[config.mk]
export PLATFORM = sky130hd
export DESIGN_NAME = tile_scheduler
export DESIGN_NICKNAME = d
export VERILOG_FILES = /design/src/rtl/piano_pkg.sv /design/src/rtl/lfsr8.sv /design/src/rtl/tile_scheduler.sv
export SDC_FILE = /design/constraint.sdc
export NUM_CORES = 1
export LEC_CHECK = 0
export ABC_CLOCK_PERIOD_IN_PS = 5430
export CAP_MARGIN = 5
export CORE_MARGIN = 5
export CORE_UTILIZATION = 52
export DETAILED_ROUTE_END_ITERATION = 8
export HOLD_SLACK_MARGIN = 0.15
export PLACE_DENSITY_LB_ADDON = 0.12
export SYNTH_ARGS = -nofsm -noshare
export SYNTH_HDL_FRONTEND = slang
export SYNTH_SLANG_ARGS = --single-unit
[constraint.sdc]
create_clock -name Clk -period 5.43 [get_ports Clk]
set_clock_uncertainty 0.1 [all_clocks]
set_input_delay 1.086 -clock Clk [delete_from_list [all_inputs] [get_ports Clk]]
set_output_delay 1.086 -clock Clk [all_outputs]
set_load 0.03 [all_outputs]
[src/rtl/piano_pkg.sv]
// Shared types and constants for the piano-tiles game datapath.
// Lane order everywhere is A, S, D, F (lane 0 .. lane 3).
package piano_pkg;

  localparam int NUM_LANES = 4;
  localparam int Y_W       = 10;

  localparam logic [7:0] KEY_A     = 8'h04;
  localparam logic [7:0] KEY_S     = 8'h16;
  localparam logic [7:0] KEY_D     = 8'h07;
  localparam logic [7:0] KEY_F     = 8'h09;
  localparam logic [7:0] KEY_SPACE = 8'h2C;

  typedef enum logic [1:0] {
    IDLE = 2'b00,
    PLAY = 2'b01,
    OVER = 2'b10
  } game_state_t;

  // Right-shifting Galois step with taps 8'hB8; a nonzero state never reaches zero.
  function automatic logic [7:0] lfsr_next(input logic [7:0] s);
    return s[0] ? ((s >> 1) ^ 8'hB8) : (s >> 1);
  endfunction

endpackage

[src/rtl/lfsr8.sv]
// Free-running 8-bit Galois LFSR used to pick spawn lanes.
module lfsr8
  import piano_pkg::*;
#(
  parameter logic [7:0] SEED = 8'hA5
) (
  input  logic       Clk,
  input  logic       Reset_n,
  output logic [7:0] value
);

  always_ff @(posedge Clk or negedge Reset_n) begin
    if (!Reset_n) value <= SEED;
    else          value <= lfsr_next(value);
  end

endmodule

[src/rtl/tile_scheduler.sv]
// Game sequencer for the four-lane piano-tiles datapath: owns tile positions,
// spawns, advances and retires tiles, ramps speed and runs IDLE/PLAY/OVER.
module tile_scheduler
  import piano_pkg::*;
#(
  parameter logic [Y_W-1:0] SPAWN_Y        = 10'd0,
  parameter logic [Y_W-1:0] MISS_Y         = 10'd400,
  parameter int             SPAWN_GAP      = 40,
  parameter logic [3:0]     INIT_SPEED     = 4'd2,
  parameter logic [3:0]     MAX_SPEED      = 4'd12,
  parameter int             SPEEDUP_SPAWNS = 16,
  parameter int             MAX_MISSES     = 3,
  parameter logic [7:0]     LFSR_SEED      = 8'hA5
) (
  input  logic        Clk,
  input  logic        Reset_n,
  input  logic        frame_tick,
  input  logic [7:0]  keycode,
  input  logic [3:0]  hit,
  output logic [39:0] tile_y,
  output logic [3:0]  tile_valid,
  output logic [3:0]  speed,
  output logic [3:0]  miss_count,
  output logic [1:0]  game_state,
  output logic        spawn_pulse,
  output logic        miss_pulse
);

  localparam int GAP_W = 16;
  localparam int SPN_W = 8;
  localparam logic [GAP_W-1:0] GAP_RELOAD = GAP_W'(SPAWN_GAP);
  localparam logic [SPN_W-1:0] SPN_LIMIT  = SPN_W'(SPEEDUP_SPAWNS);
  localparam logic [4:0]       MISS_LIMIT = 5'(MAX_MISSES);

  game_state_t state_q, state_d;

  logic [NUM_LANES-1:0][Y_W-1:0] y_q, y_d;
  logic [NUM_LANES-1:0]          valid_q, valid_d;
  logic [3:0]                    speed_q, speed_d;
  logic [3:0]                    miss_q, miss_d;
  logic [GAP_W-1:0]              gap_q, gap_d;
  logic [SPN_W-1:0]              spawn_cnt_q, spawn_cnt_d;
  logic                          spawn_pulse_d, miss_pulse_d;
  logic                          space_q;
  logic                          start;
  logic [7:0]                    lfsr_value;
  logic                          unused_lfsr_bits;

  logic [Y_W:0]  adv;
  logic [2:0]    lost;
  logic [4:0]    miss_sum;
  logic [1:0]    lane;
  logic          found;

  lfsr8 #(
    .SEED (LFSR_SEED)
  ) u_lfsr (
    .Clk     (Clk),
    .Reset_n (Reset_n),
    .value   (lfsr_value)
  );

  assign unused_lfsr_bits = ^lfsr_value[7:2];

  // Holding space only counts once: start fires on the first cycle it appears.
  assign start = (keycode == KEY_SPACE) && !space_q;

  always_ff @(posedge Clk or negedge Reset_n) begin
    if (!Reset_n) state_q <= IDLE;
    else          state_q <= state_d;
  end

  // Per-lane retirement happens before the spawn search so a lane freed by a
  // hit or miss on this tick is already eligible for the new tile.
  always_comb begin
    state_d       = state_q;
    y_d           = y_q;
    valid_d       = valid_q;
    speed_d       = speed_q;
    miss_d        = miss_q;
    gap_d         = gap_q;
    spawn_cnt_d   = spawn_cnt_q;
    spawn_pulse_d = 1'b0;
    miss_pulse_d  = 1'b0;
    adv           = '0;
    lost          = '0;
    miss_sum      = '0;
    lane          = '0;
    found         = 1'b0;

    if (start) begin
      state_d     = PLAY;
      valid_d     = '0;
      y_d         = {NUM_LANES{SPAWN_Y}};
      speed_d     = INIT_SPEED;
      miss_d      = '0;
      spawn_cnt_d = '0;
      gap_d       = GAP_W'(1);
    end else if (state_q == PLAY) begin
      for (int i = 0; i < NUM_LANES; i++) begin
        if (hit[i] && valid_q[i]) begin
          valid_d[i] = 1'b0;
        end else if (frame_tick && valid_q[i]) begin
          adv = {1'b0, y_q[i]} + {7'd0, speed_q};
          if (adv > {1'b0, MISS_Y}) begin
            valid_d[i] = 1'b0;
            lost       = lost + 3'd1;
          end else begin
            y_d[i] = adv[Y_W-1:0];
          end
        end
      end

      if (frame_tick) begin
        if (gap_q <= GAP_W'(1)) begin
          gap_d = GAP_RELOAD;
          for (int k = 0; k < NUM_LANES; k++) begin
            lane = lfsr_value[1:0] + 2'(k);
            if (!found && !valid_d[lane]) begin
              found        = 1'b1;
              valid_d[lane] = 1'b1;
              y_d[lane]     = SPAWN_Y;
            end
          end
        end else begin
          gap_d = gap_q - GAP_W'(1);
        end
      end

      if (found) begin
        spawn_pulse_d = 1'b1;
        if (spawn_cnt_q + SPN_W'(1) == SPN_LIMIT) begin
          spawn_cnt_d = '0;
          if (speed_q < MAX_SPEED) speed_d = speed_q + 4'd1;
        end else begin
          spawn_cnt_d = spawn_cnt_q + SPN_W'(1);
        end
      end

      if (lost != 3'd0) begin
        miss_pulse_d = 1'b1;
        miss_sum     = {1'b0, miss_q} + {2'b0, lost};
        miss_d       = (miss_sum > 5'd15) ? 4'd15 : miss_sum[3:0];
        if (miss_sum >= MISS_LIMIT) state_d = OVER;
      end
    end
  end

  always_ff @(posedge Clk or negedge Reset_n) begin
    if (!Reset_n) begin
      y_q         <= {NUM_LANES{SPAWN_Y}};
      valid_q     <= '0;
      speed_q     <= INIT_SPEED;
      miss_q      <= '0;
      gap_q       <= '0;
      spawn_cnt_q <= '0;
      spawn_pulse <= 1'b0;
      miss_pulse  <= 1'b0;
      space_q     <= 1'b0;
    end else begin
      y_q         <= y_d;
      valid_q     <= valid_d;
      speed_q     <= speed_d;
      miss_q      <= miss_d;
      gap_q       <= gap_d;
      spawn_cnt_q <= spawn_cnt_d;
      spawn_pulse <= spawn_pulse_d;
      miss_pulse  <= miss_pulse_d;
      space_q     <= (keycode == KEY_SPACE);
    end
  end

  assign tile_y     = y_q;
  assign tile_valid = valid_q;
  assign speed      = speed_q;
  assign miss_count = miss_q;
  assign game_state = state_q;

endmodule
### Word-level counts from Yosys, hierarchy flattened

Cells that the tools add are included.

* bits in registers: 89
* bits in latches: 0
* bits in writable memories: 0
* memory bits (read-only): 0
* input bits: 15
* output and inout port bits: 56
* logic and storage cells: 268
* memories: 0

* $add $sub $neg: 14
* multipliers: 0
* divide/modulo/power cells: 0
* $lt $le $gt $ge: 16
* eq/ne operators: 3
* shift-type cells: 0
* multiplexer cells: 172
* bitwise operators: 13
* reduce and logical (&&, ||, !) cells: 36

Operator list (number)
* $mux W40: 20
* $mux W10: 24
* $and A40 B40 Y40: 4
* $not A40 Y40: 4
* $mux W4: 29
* $demux W10 S2: 4
* $mux W16: 4
* $mux W1: 57
* $mux W3: 17
* $add A10 B4 Y11: 4
* $gt A11 B9 Y1 const B: 4
* $mux W8: 5
* $le A16 B1 Y1 const B: 1
* $logic_and A1 B1 Y1: 16
* $or A4 B4 Y4: 4
* $sub A16 B1 Y16 const B: 1
* $reduce_bool A2 Y1: 7
* $lt A2 B3 Y1 const B: 4
* $add A3 B1 Y3 const B: 3
* $add A8 B1 Y8 const B: 1
* $bmux W1 S2: 4
* $demux W1 S2: 4
* $eq A8 B5 Y1 const B: 1
* $eq A8 B6 Y1 const B: 1
* 16 further kinds: 31

### Longest topological paths before layout

Gate-level depths: netlist (run 1).

* depth after elaboration: 44
* gate-level depth with buffers: 24
* mapped depth without buffers: 24

### Modules after synthesis

A second synthesis (run 1) with hierarchy kept.

* cells, all modules: 740
* area total of the unflattened synthesis: 6521.3 sq um

Modules (own cells, without submodules)
* tile_scheduler: times used 1, cells an instance 729, area each 6289.8 sq um, seq. area each 2028.2 sq um
* lfsr8: times used 1, cells an instance 11, area each 231.5 sq um, seq. area each 205.2 sq um

### Worst setup path after synthesis (run 1)

No wires, ideal clock.

* path kind: reg-to-reg
* start point: register speed_q[0], in the netlist speed[0]
* end point: register state_q[1], in the netlist game_state[1]
* setup time: 132 ps
* arrival time: 4831 ps
* data required time: 5198 ps
* setup slack: 367 ps
* cell stages (with the launch flop): 23
* buffers on the path: 0
* clock period less this slack: 5063 ps
* cell sequence: dfrtp_1 ha_1 fa_1 nor3_1 o2111ai_1 a311o_1 o311a_1 o22ai_1 inv_1 ha_1 and3_1 a21oi_1 or2_2 xor2_1 ha_1 mux2_2 fa_1 nor2_1 a31oi_1 nor2_1 a31oi_1 nor2_1 nor2_1

* longest elaborated chain between the ends: 29
* elaborated cells between the ends (all ways): 37
* those cells by class: 8 x add/sub; 5 x order compare; 20 x mux; 4 x reduce/logical

RTL lines
* start, declared: line tile_scheduler.sv:39 `logic [3:0] speed_q, speed_d;`
* start signal, assigned: line tile_scheduler.sv:163 `speed_q <= speed_d;`
* $add A10 B4 Y11: line tile_scheduler.sv:104 `adv = {1'b0, y_q[i]} + {7'd0, speed_q};`
* $gt A11 B9 Y1: line tile_scheduler.sv:105 `if (adv > {1'b0, MISS_Y}) begin`
* $mux W1: line tile_scheduler.sv:105
* $mux W1: line tile_scheduler.sv:103 `end else if (frame_tick && valid_q[i]) begin`
* $mux W1: line tile_scheduler.sv:101 `if (hit[i] && valid_q[i]) begin`
* $mux W3: line tile_scheduler.sv:99 `end else if (state_q == PLAY) begin`
* $mux W3: line tile_scheduler.sv:91 `if (start) begin`
* $add A3 B1 Y3: line tile_scheduler.sv:107 `lost = lost + 3'd1;`
* [... 13 more ...]
* $mux W3: line tile_scheduler.sv:103
* $mux W3 (*): line tile_scheduler.sv:101
* $mux W3 (*): line tile_scheduler.sv:99
* $mux W3 (*): line tile_scheduler.sv:91
* $add A4 B3 Y5: line tile_scheduler.sv:142 `miss_sum = {1'b0, miss_q} + {2'b0, lost};`
* $ge A5 B2 Y1: line tile_scheduler.sv:144 `if (miss_sum >= MISS_LIMIT) state_d = OVER;`
* $reduce_bool A2 Y1 (no source line)
* $reduce_and A3 Y1 (no source line) (*)
* end signal, assigned: line tile_scheduler.sv:70 `else state_q <= state_d;`
* end, declared: line tile_scheduler.sv:35 `game_state_t state_q, state_d;`

Mark *: on every way between the ends. The rest lies on a longest branch, timed or not. The select of a mux whose other input is x is not followed.
A chain may end at the register's enable or synchronous reset.

### Final worst setup path (run 1)

Ends and elaborated chain as after synthesis.

==> impl_metrics.py, run 1 <==
metrics = {
    "route": {
        "viasPerCell": 6.408,
        "routed-via-count": 6921,
        "ant_nets": 0,
        "wl_per_cell_um": 18.84,
        "first_pass_iters": 5,
        "drc": 0,
        "wl_um": 20350,
        "drt_iter0_drc": 541,
    },
    "synthesis": {
        "synth_edf_count": 0,
        "ys_seq_elements": 89,
        "synth-seq-area-share": 0.3265,
        "synth_cell_types": 78,
        "synth_area_um2": 6840,
        "synth_top_area_share": 0.3073,
        "yosys_warnings": 0,
        "synth.avg_cell_area_um2": 8.393,
        "synthTopCellsByArea": "dfrtp_1, ha_1, nor2_1",
        "yosys.cell_count.top_type": "dfrtp_1",
        "synth-main-ff-cell": "dfrtp_1",
        "synth.largest_area_cell": "dfrtp_1",
        "syn_nets": 864,
        "synthesis.instances": 815,
        "async_reset_ff_frac": 1.000,
        "synth_common_cells": "dfrtp_1, nor2_1, nand2_1, inv_1, a21oi_1",
    },
    "outcome": {
        "status": "completed",
    },
    "critical_path": {
        "cpPeakStageDelay_ps": 450,
        "cp_slowest_cell": "dfrtp_2",
        "cpLargestDelayFamily": "compound AO/OA/AOI/OAI gates",
        "crit_path_max_fanout": 5,
        "required_ps": 5560,
        "crit_arrival_ps": 5360,
        "cp.buffers_inverters": 0,
        "critPathKind": "reg2reg",
        "crit_cells": 23,
        "endpoint_kind": "register",
        "cpMostUsedCell": "ha_1",
        "path_cells": "ha_1 > fa_2 > a21o_1 > a21oi_2 > xnor2_1 > a32oi_2 > o2bb2a_1 > nor3_2 > ha_1 > and3_1 > a21oi_2 > or2_4 > xor2_2 > ha_1 > mux2_2 > ha_1 > a21o_1 > a21oi_1 > a31oi_1 > nor2_1 > a31oi_1 > nor2_1 > nor2_1",
        "start_kind": "register",
        "reg2reg_depth": 23,
    },
    "die": {
        "die_h_um": 124.7,
        "core_area_um2": 13090,
        "rows": 42,
        "ios": 71,
        "die-area_um2": 15550,
        "die_width_um": 124.7,
        "start_util": 0.5228,
    },
    "timing": {
        "relSlewSlack": 0.1862,
        "setup_viol": 0,
        "fmax_mhz": 191.2,
        "fin_crit_sh": 0.9630,
        "tns_ps": 0,
        "worstMarginPinSlew_ps": 1216,
        "drv_slew": 0,
        "fin_crit_ps": 5229,
        "final_hold_viol_count": 0,
    },
    "final_layout": {
        "layout-drive-gt1-share": 0.1162,
        "diodes": 0,
        "nets": 948,
        "area_growth_pct": 21.25,
        "final_util": 0.6339,
    },
    "clock_network": {
        "clock_path_buffers": 2,
        "htreeDepth": 3,
        "cts_hold_buf": 0,
        "clkLatencyLatePin_ps": 360,
        "path_clk_slew_ps": 70,
        "clk_root_buffer_cell": "clkbuf_16",
        "numCtsBuffers": 9,
        "cts_tree": "yes",
        "cts_sinks": 89,
    },
    "worst_hold_path": {
        "whs_path_depth": 0,
        "hold_class": "reg2reg",
    },
    "pwr": {
        "p_leak_uw": 0.003501,
        "power_density_nw_per_um2": 370.5,
        "vdd_drop_max_uv": 264.4,
    },
    "grt": {
        "grt_max_degree": 51,
        "overflow": 0,
        "met3_usage": 0.04245,
        "gr-max-usage-layer": "met2",
        "grt_pass1_wl_um": 32730,
        "grt_usage": 0.2541,
        "grt.met2_usage": 0.4218,
        "antenna_found_initial": 0,
        "grt_pass1_vias": 6468,
        "grt_util_met1": 0.3370,
    },
    "placement": {
        "portBuffers": 70,
        "gp_congestion": 0.9898,
        "dp_hpwl_um": 14900,
    },
    "run": {
        "drv_cap": 0,
    },
}
-- cell usage in the layout (no fill, tap or decap), types with 6 or more instances in the layout --
cell / Yosys / routed
nor2_1: 77 / 76
a21o_1: 11 / 11
o211ai_1: 12 / 12
nor2b_1: 9 / 9
clkdlybuf4s50_1: 0 / 69
xor2_1: 13 / 12
a211oi_1: 12 / 12
o21a_1: 15 / 15
and3_1: 11 / 11
ha_1: 29 / 28
nand2b_1: 9 / 9
nor3_1: 28 / 26
a31oi_1: 9 / 9
o21ai_1: 8 / 9
nand2_1: 74 / 73
o21ai_0: 33 / 32
mux2i_1: 6 / 6
or3_1: 14 / 14
inv_1: 43 / 43
o22ai_1: 24 / 22
clkbuf_16: 0 / 9
o31ai_1: 10 / 10
a21oi_1: 40 / 38
nor4_1: 9 / 9
nand4_1: 10 / 10
buf_4: 1 / 32
a211o_1: 10 / 10
dfrtp_1: 84 / 83
xnor2_1: 16 / 14
nand3_1: 33 / 33
a22o_1: 8 / 8
nor3b_1: 7 / 7
-- flip-flops by register name (all words and copies together) (netlist names) --
name	cells
spawn_pulse	1
space_q	1
game_state	2
tile_y	40
gap_q	16
miss_pulse	1
u_lfsr.value	8
tile_valid	4
spawn_cnt_q	8
speed	4
miss_count	4
-- final cells by class --
type	count	area (um^2)
timing repair buffer	103	955.9
sequential	89	2238
clock inverter	6	51.30
fill	1102	4791
inverter	43	161.4
tap	176	220.2
clock buffer	10	229.0
multi-input combinational	653	4438
-- routing by layer --
layer / vias up / routed length, um
li1: 3258 / -
met4: 0 / 448
met1: 3357 / 8804
met5: - / 0
met3: 26 / 1342
met2: 280 / 9753
-- cells by family after synthesis --
family | count (synthesis) | share of synthesized area
AND/OR/NAND/NOR | 314 | 0.2288
multiplexers | 11 | 0.01701
XOR/XNOR | 29 | 0.03713
buffers and inverters | 73 | 0.04189
AO/OA/AOI/OAI | 265 | 0.2810
adder cells (fa/ha/maj) | 34 | 0.06768
flip-flops | 89 | 0.3265
-- final timing paths --
check | from | slack, ps | endpoint
setup / recovery | speed[0] | 200 | game_state[1]
hold / removal | u_lfsr.value[3] | 260 | u_lfsr.value[2]
setup reg to reg | speed[0] | 200 | game_state[1]
hold reg to reg | u_lfsr.value[3] | 260 | u_lfsr.value[2]
max in group asynchronous | Reset_n | 3540 | speed[0]
min in group asynchronous | Reset_n | 600 | tile_y[3]
-- repair_timing --
action / in CTS / in global routing
endpoints found under the setup margin: 5 / 45
cloned: 0 / 0
buffers inserted: 0 / 5
gates resized for setup: 1 / 24
pin swaps: 0 / 7
-- metrics by stage --
| step | std cells | worst slack, ps | hold WS (ps) | area [um^2] | total power, uW |
|---|---|---|---|---|---|
| after global placement | 1059 | 101.6 | 239.4 | 7859 | 2395 |
| after global routing | 1080 | -4.899 | 278.5 | 8294 | 3268 |
| final | 1080 | 200.8 | 260.4 | 8294 | 3073 |
| after detailed placement | 1059 | -64.88 | 244.6 | 7859 | 2428 |
| after CTS | 1075 | 7.255 | 261.5 | 8143 | 3038 |
| after floorplan | 815 | 366.9 | 233.0 | 6840 | 1942 |
-- report_power, final --
part / leakage, uW / total (uW) / internal, uW / switching [uW]
Combinational: 0.00222 / 1480 / 589 / 893
Sequential: 0.00115 / 989 / 813 / 175
Clock: 0.000127 / 603 / 316 / 287
Total: 0.00350 / 3070 / 1720 / 1350
Power figures use the tool's default switching activity.
==> run 2, diff against run 1 <==
Settings changed: TNS_END_PERCENT set to 1.
==> impl_metrics.py, run 2 (synthesis gave the netlist of run 1 again) <==
metrics = {
    "final_layout": {
        "layout-drive-gt1-share": 0.1074,
        "nets": 947,
        "regArea_um2": 2238,
        "fill_cells": 1107,
        "area_growth_pct": 20.72,
        "final_cell_mix": "dfrtp_1, nor2_1, nand2_1",
        "final_util": 0.6311,
        "multi_input_comb_area_um2": 4407,
        "largest_reg_flops": 40,
        "final_common_cell": "dfrtp_1",
    },
    "timing": {
        "final_hold_viol_count": 0,
        "worstMarginPinSlew_ps": 1181,
        "relSlewSlack": 0.2095,
        "fin_crit_ps": 5318,
        "fmax_mhz": 188.0,
        "fin_crit_sh": 0.9793,
        "setup_viol": 0,
        "rsz0062_at_grt": "yes",
        "drv_slew": 0,
        "layout_setup_ws_ps": 112.2,
    },
    "route": {
        "drc": 0,
        "viasPerCell": 6.367,
        "first_pass_iters": 5,
        "wl_per_cell_um": 18.79,
        "wl_um": 20290,
        "routed-via-count": 6876,
        "drt_iter0_drc": 539,
        "ant_nets": 0,
    },
    "grt": {
        "grt_pass1_wl_um": 32730,
        "overflow": 0,
        "antenna_found_initial": 0,
        "grt_pass1_vias": 6468,
        "grt_max_degree": 51,
        "grt_usage": 0.2541,
    },
    "critical_path": {
        "endpoint_kind": "register",
        "crit_path_max_fanout": 5,
        "crit_arrival_ps": 5450,
        "start_kind": "register",
        "critPathKind": "reg2reg",
        "required_ps": 5560,
    },
    "clock_network": {
        "htreeDepth": 3,
        "path_clk_slew_ps": 70,
        "numCtsBuffers": 9,
        "cts_sinks": 89,
        "cts_tree": "yes",
        "clkLatencyLatePin_ps": 360,
        "clock_path_buffers": 2,
        "clk_root_buffer_cell": "clkbuf_16",
        "cts_hold_buf": 0,
    },
    "worst_hold_path": {
        "hold_class": "reg2reg",
    },
    "die": {
        "start_util": 0.5228,
        "ios": 71,
        "die_width_um": 124.7,
        "die-area_um2": 15550,
        "die_h_um": 124.7,
        "rows": 42,
        "core_area_um2": 13090,
    },
    "placement": {
        "dp_hpwl_um": 14900,
        "portBuffers": 70,
        "dpl_worst_slack_ps": -64.88,
        "gp_congestion": 0.9898,
    },
    "pwr": {
        "power_density_nw_per_um2": 371.0,
        "vdd_drop_max_uv": 266.5,
        "p_leak_uw": 0.003493,
    },
    "outcome": {
        "status": "completed",
    },
    "run": {
        "drv_cap": 0,
    },
}
## run 2: final cells by class
cell class / count / share of cell area
Sequential cell: 89 / 0.2711
Antenna cell: 1 / 0.0003030
Timing Repair Buffer: 102 / 0.1148
Clock buffer: 10 / 0.02773
Inverter: 43 / 0.01955
Tap cell: 176 / 0.02667
Clock inverter: 6 / 0.006212
Multi-Input combinational cell: 653 / 0.5336
## run 2: final timing paths
check | startpoint | end | slack, ps | depth (start not counted)
worst max-delay path | speed[0] | game_state[1] | 110 | 22
worst min-delay path | u_lfsr.value[3] | u_lfsr.value[2] | 260 | 0
worst max register to register | speed[0] | game_state[1] | 110 | 22
worst min register to register | u_lfsr.value[3] | u_lfsr.value[2] | 260 | 0
max in group asynchronous | Reset_n | speed[0] | 3560 | 2
min in group asynchronous | Reset_n | tile_y[3] | 600 | 1
## run 2: what timing repair did
action                                  in CTS  in global routing
pin swaps                                    0                  2
buffers inserted                             0                  4
endpoints found under the setup margin       5                 45
gates resized for setup                      1                 17
## run 2: where the power goes
part | internal (uW) | switching [uW] | total [uW] | leakage, uW
clock network | 316 | 286 | 603 | 0.000127
logic | 583 | 889 | 1470 | 0.00221
registers | 813 | 176 | 989 | 0.00115
total | 1710 | 1350 | 3060 | 0.00349
## run 2: through the flow
step	cells	power [uW]	cell area, um^2	TNS, ps	hold WS [ps]
after floorplan	815	1942	6840	0	233.0
after global placement	1059	2395	7859	0	239.4
after detailed placement	1059	2428	7859	-107.6	244.6
after CTS	1075	3038	8143	0	261.5
after global routing	1079	3258	8255	-202.1	278.5
final	1080	3063	8258	0	260.6
## run 2: metal layers
metal  vias up  track usage  part of all wire
li1       3245            -                 -
met1      3340       0.3370              0.43
met2       262       0.4218              0.48
met3        29      0.04245             0.066
met4         0      0.08575             0.022
met5         -            0                 0
## run 2: critical path, stage by stage, from the launching register on
cell,delay [ps]
dfrtp_2,460
ha_1,240
fa_1,470
xnor2_1,290
nand3b_1,110
mux2_2,300
a32oi_2,240
o2bb2a_1,220
nor3_2,70
ha_1,260
and3_1,160
a21oi_2,50
or2_2,350
xor2_2,160
ha_1,310
mux2_2,300
fa_1,450
nor2_1,120
a31oi_1,100
nor2_1,150
a31oi_1,130
nor2_1,120
nor2_1,50
